## config.mk

```make
export PLATFORM = sky130hd
export DESIGN_NAME = led_uart_reporter
export DESIGN_NICKNAME = d
export VERILOG_FILES = /design/src/rtl/led_uart_reporter.sv
export SDC_FILE = /design/constraint.sdc
export NUM_CORES = 1
export LEC_CHECK = 0
export ABC_AREA = 1
export CAP_MARGIN = 40
export CORE_MARGIN = 2
export CORE_UTILIZATION = 44
export CTS_CLUSTER_DIAMETER = 80
export DETAILED_ROUTE_END_ITERATION = 16
export HOLD_SLACK_MARGIN = 0.15
export PLACE_DENSITY_LB_ADDON = 0.12
export RECOVER_POWER = 50
export SYNTH_ARGS = -nofsm -noshare
export SYNTH_HDL_FRONTEND = slang
export SYNTH_SLANG_ARGS = --single-unit
```

## constraint.sdc

```tcl
create_clock -name clk -period 1.7 [get_ports clk]
set_input_delay 0.255 -clock clk [delete_from_list [all_inputs] [get_ports clk]]
set_output_delay 0.255 -clock clk [all_outputs]
set_load 0.01 [all_outputs]
```

## src/rtl/led_uart_reporter.sv

```systemverilog
// led_uart_reporter: reports each change of the LED bus as an ASCII hex UART frame.
// Optional 'L' prefix byte enabled by defining LED_REPORT_PREFIX_EN.
module led_uart_reporter #(
   parameter int CLK_FREQ = 25_000_000,
   parameter int BAUD     = 115200
) (
   input  logic       clk,
   input  logic       rst_n,
   input  logic [7:0] leds_in,
   output logic       tx,
   output logic       busy
);

   localparam int DIV = CLK_FREQ / BAUD;
   localparam int CW  = (DIV > 1) ? $clog2(DIV) : 1;
`ifdef LED_REPORT_PREFIX_EN
   localparam int NB = 4;
`else
   localparam int NB = 3;
`endif
   localparam logic [CW-1:0] CNT_MAX  = CW'(DIV - 1);
   localparam logic [1:0]    LAST_BYT = 2'(NB - 1);

   generate
      if (DIV < 2) begin : g_div_chk
         $error("led_uart_reporter: CLK_FREQ/BAUD must be >= 2");
      end
   endgenerate

   typedef enum logic [1:0] {
      S_IDLE,
      S_START,
      S_DATA,
      S_STOP
   } state_t;

   state_t        state_q;
   logic [7:0]    last_q;
   logic [7:0]    snap_q;
   logic [2:0]    bit_q;
   logic [1:0]    byte_q;
   logic [CW-1:0] cnt_q;
   logic          tx_q;
   logic          busy_q;

   logic [7:0]    cur_byte;
   logic [2:0]    nxt_bit;
   logic          wrap;

   function automatic logic [7:0] hex_digit(input logic [3:0] d);
      return (d < 4'd10) ? 8'h30 + {4'h0, d} : 8'h37 + {4'h0, d};
   endfunction

   // Byte of the frame currently being shifted, built from the snapshot only
   always_comb begin
      cur_byte = 8'h0A;
      unique case (byte_q)
`ifdef LED_REPORT_PREFIX_EN
         2'd0:    cur_byte = 8'h4C;
         2'd1:    cur_byte = hex_digit(snap_q[7:4]);
         2'd2:    cur_byte = hex_digit(snap_q[3:0]);
         default: cur_byte = 8'h0A;
`else
         2'd0:    cur_byte = hex_digit(snap_q[7:4]);
         2'd1:    cur_byte = hex_digit(snap_q[3:0]);
         default: cur_byte = 8'h0A;
`endif
      endcase
   end

   assign nxt_bit = bit_q + 3'd1;
   assign wrap    = (cnt_q == CNT_MAX);

   // Frame FSM with registered line and busy outputs
   always_ff @(posedge clk or negedge rst_n) begin
      if (!rst_n) begin
         state_q <= S_IDLE;
         last_q  <= 8'h00;
         snap_q  <= 8'h00;
         bit_q   <= 3'd0;
         byte_q  <= 2'd0;
         cnt_q   <= '0;
         tx_q    <= 1'b1;
         busy_q  <= 1'b0;
      end else begin
         unique case (state_q)
            S_IDLE: begin
               cnt_q <= '0;
               if (leds_in != last_q) begin
                  snap_q  <= leds_in;
                  last_q  <= leds_in;
                  byte_q  <= 2'd0;
                  bit_q   <= 3'd0;
                  state_q <= S_START;
                  tx_q    <= 1'b0;
                  busy_q  <= 1'b1;
               end
            end
            S_START: begin
               if (wrap) begin
                  cnt_q   <= '0;
                  bit_q   <= 3'd0;
                  state_q <= S_DATA;
                  tx_q    <= cur_byte[0];
               end else begin
                  cnt_q <= cnt_q + CW'(1);
               end
            end
            S_DATA: begin
               if (wrap) begin
                  cnt_q <= '0;
                  if (bit_q == 3'd7) begin
                     state_q <= S_STOP;
                     tx_q    <= 1'b1;
                  end else begin
                     bit_q <= nxt_bit;
                     tx_q  <= cur_byte[nxt_bit];
                  end
               end else begin
                  cnt_q <= cnt_q + CW'(1);
               end
            end
            S_STOP: begin
               if (wrap) begin
                  cnt_q <= '0;
                  if (byte_q == LAST_BYT) begin
                     state_q <= S_IDLE;
                     tx_q    <= 1'b1;
                     busy_q  <= 1'b0;
                  end else begin
                     byte_q  <= byte_q + 2'd1;
                     state_q <= S_START;
                     tx_q    <= 1'b0;
                  end
               end else begin
                  cnt_q <= cnt_q + CW'(1);
               end
            end
            default: begin
               state_q <= S_IDLE;
               tx_q    <= 1'b1;
               busy_q  <= 1'b0;
            end
         endcase
      end
   end

   assign tx   = tx_q;
   assign busy = busy_q;

endmodule
```

==> flow_metrics.env <==
export IMPL_place_ws_ps=-79.2
export IMPL_worst_r2r_endpoint="bit_q[0]"
export IMPL_num_fill_cells=434
export IMPL_fmax_ghz=0.618
export IMPL_cts_buffers=3
export IMPL_nets=302
export IMPL_core_area_um2=4030
export IMPL_yosys_warnings=0
export IMPL_path_buf_inv=1
export IMPL_synthCells=258
export IMPL_synth_cell_types=33
export IMPL_path_cells="clkdlybuf4s50_1"
export IMPL_cap_viol_max_count=0
export IMPL_hpwl_um=2800
export IMPL_path_class="reg -> out"
export IMPL_crit_path_start_kind="flip-flop"
export IMPL_clock_path_buffers=2
export IMPL_layout_drive_gt1_share_pct=14.0
export IMPL_grt_pass1_wl_um=6350
export IMPL_finalWorstSetupSlack_ps=82.8
export IMPL_cp_end_kind="primary output"
export IMPL_worstMarginPinSlew_ps=662
export IMPL_port_buffers=11
export IMPL_multi_input_area_um2=1070
export IMPL_drt_iter0_drc=75
export IMPL_leakage_nw=1.09
export IMPL_post_cts_setup_buffers=0
export IMPL_drt_total_wl_um=3620
export IMPL_die_y_um=68.9
export IMPL_clk_latency_ps=280
export IMPL_clkTransAtPathRegs_ps=90
export IMPL_slew_viol_final=0
export IMPL_ant_nets=0
export IMPL_synth_seq_cells=25
export IMPL_die_x_um=68.9
export IMPL_finalCritPeriodShare_pct=95.1
export IMPL_post_dp_cell_area_um2=2060
export IMPL_syn_nets=281
export IMPL_grt_antenna_before_repair=0
export IMPL_hp_class="reg -> reg"
export IMPL_grt_max_degree=26
export IMPL_grt_use_total_pct=18.1
export IMPL_slowest_stage="dfstp_2"
export IMPL_critPathLaunch="tx"
export IMPL_initial_core_util_pct=46.0
export IMPL_ios=12
export IMPL_cp_required_ps=1440
export IMPL_power_density_nw_per_um2=1760
export IMPL_cp_num_cells=1
export IMPL_routed_via_density=4.78
export IMPL_die_area_um2=4740
export IMPL_place_congestion=0.821
export IMPL_finalSetupViolCount=0
export IMPL_antenna_cells=0
export IMPL_firstDrtPassIters=4
export IMPL_min_period_ps=1620
export IMPL_cp_top_family="flip-flops"
export IMPL_drc=0
export IMPL_ir_drop_mv=0.633
export IMPL_synth_area_um2=1850
export IMPL_cts_sinks=25
export IMPL_grt_pass1_vias=1401
export IMPL_htreeDepth=1
export IMPL_skew_ps=5.50
export IMPL_wire_per_inst_um=11.0
export IMPL_rsz0062_at_grt="yes"
export IMPL_cp_arrival_ps=1360
export IMPL_area_growth_pct=14.9
export IMPL_rows=23
export IMPL_root_buffer="clkbuf_8"
export IMPL_final_area_um2=2130
export IMPL_grt_ovfl_total=0
export IMPL_slew_headroom_pct=55.9
export IMPL_hold_viol=0
export IMPL_r2r_slack_ps=140
export IMPL_dr_total_vias=1569
export IMPL_ys_seq_area_share_pct=33.9
export IMPL_r2r_start="state_q[0]"
export IMPL_r2r_worst_path_cells=9
export IMPL_regArea_um2=627
export IMPL_critPathMaxStageDelay_ps=540
export IMPL_endpoint="tx"
export IMPL_avgSynthCellArea_um2=7.18
export IMPL_cts_tree="yes"
export IMPL_status="finished, final reports clean"
export IMPL_crit_fanout=2
-- per-layer routing --
layer	part of all wire, %	vias to the layer above	global-route usage (%)
li1	-	847	-
met1	53	711	26.1
met2	44	7	27.4
met3	2.0	4	2.44
met4	1.6	0	6.62
met5	0	-	0
-- per-stage QoR --
step / total power (W) / hold slack, ps / instances / setup TNS (ps) / utilization [%]
floorplan: 0.00285 / -40.6 / 258 / 0 / -
global placement: 0.00333 / 463 / 324 / -473 / 51.2
detailed placement: 0.00335 / 465 / 324 / -585 / 51.2
CTS: 0.00375 / 343 / 328 / 0 / 52.5
global route: 0.00418 / 514 / 328 / 0 / 52.8
finish: 0.00374 / 484 / 328 / 0 / 52.8
-- what timing repair did --
action / 4_1_cts / 5_1_grt
resized for setup: 0 / 5
hold buffers: 0 / 0
endpoints found under the setup margin: 0 / 14
-- cell usage after synthesis --
cell / n / area, um2
a21o_2: 1 / 8.76
nand3_4: 1 / 17.5
buf_4: 2 / 15.0
inv_2: 1 / 3.75
buf_6: 1 / 11.3
nor4_1: 1 / 6.26
nor2_4: 1 / 11.3
nand2_2: 3 / 18.8
o31ai_1: 3 / 22.5
nand3_1: 22 / 110
and2_4: 2 / 17.5
xor2_1: 6 / 52.6
o21ai_0: 3 / 15.0
clkbuf_1: 1 / 3.75
nand2_4: 2 / 22.5
a21oi_4: 1 / 16.3
a21oi_1: 6 / 30.0
nand3_2: 1 / 10.0
nand2_1: 77 / 289
xnor2_1: 2 / 17.5
a21oi_2: 5 / 43.8
nor3_1: 3 / 15.0
buf_2: 1 / 5.00
a211oi_1: 1 / 7.51
nand4_1: 1 / 6.26
dfrtp_1: 24 / 601
ha_1: 13 / 163
o21ai_1: 4 / 20.0
inv_1: 36 / 135
a21boi_0: 1 / 7.51
nor2_1: 30 / 113
dfstp_2: 1 / 26.3
nor3_2: 1 / 10.0
-- placed cells by master, fill, tap and decap left out, types with 2 or more instances in the layout --
master and n:
ha_2 3, xor2_1 6, nand2_2 3, dfrtp_1 24
nand2_1 77, nor2_1 30, xnor2_1 2, o21ai_1 4
nand2_4 2, ha_1 10, clkdlybuf4s50_1 10, a21oi_2 5
inv_1 36, nand3_1 22, buf_4 9, nor3_1 3
clkbuf_8 3, a21oi_1 6, o31ai_2 2, and2_4 2
o21ai_0 3
-- power breakdown --
group          switching, W  internal (W)  total (W)
registers          0.000211      0.000822    0.00103
clock network      0.000214      0.000167   0.000380
logic               0.00140      0.000927    0.00233
total               0.00182       0.00192    0.00374
-- worst min path at each step --
stage,startpoint,endpoint,cells past startpoint
floorplan,rst_n,bit_q[0],0
global placement,busy,busy,2
CTS,rst_n,snap_q[1],2
finish,busy,busy,2
global route,busy,busy,2
detailed placement,busy,busy,2
-- flip-flops by register name, indices dropped and copies added, names as in the netlist --
name and flops:
cnt_q 8, snap_q 8, bit_q 3, byte_q 2, state_q 2, busy 1
tx 1
-- worst reg2reg max path, cell delays in order, from the launching register on --
cell     delay (ps)
dfrtp_1         410
inv_1            90
ha_1            220
inv_1           120
nor2_1          100
inv_1            80
nand2_1          80
nand3_2         140
a21oi_1         160
a21oi_1          50
-- area by class of cell --
cell class	count	share of cell area, %
multi-input cells	191	50.2
clock buffers	3	1.94
well taps	50	2.94
inverters	37	6.53
repair buffers	21	8.58
clock inverters	1	0.353
flip-flops and latches	25	29.5
-- kinds of logic after synthesis --
| logic type | after synthesis | share of synthesized area [%] |
|---|---|---|
| XOR/XNOR | 8 | 3.78 |
| flip-flops | 25 | 33.9 |
| AND/OR/NAND/NOR | 145 | 34.9 |
| AO/OA/AOI/OAI | 25 | 9.26 |
| adder cells (fa/ha/maj) | 13 | 8.78 |
| buffers and inverters | 42 | 9.39 |
(Power assumes the default switching activity.)
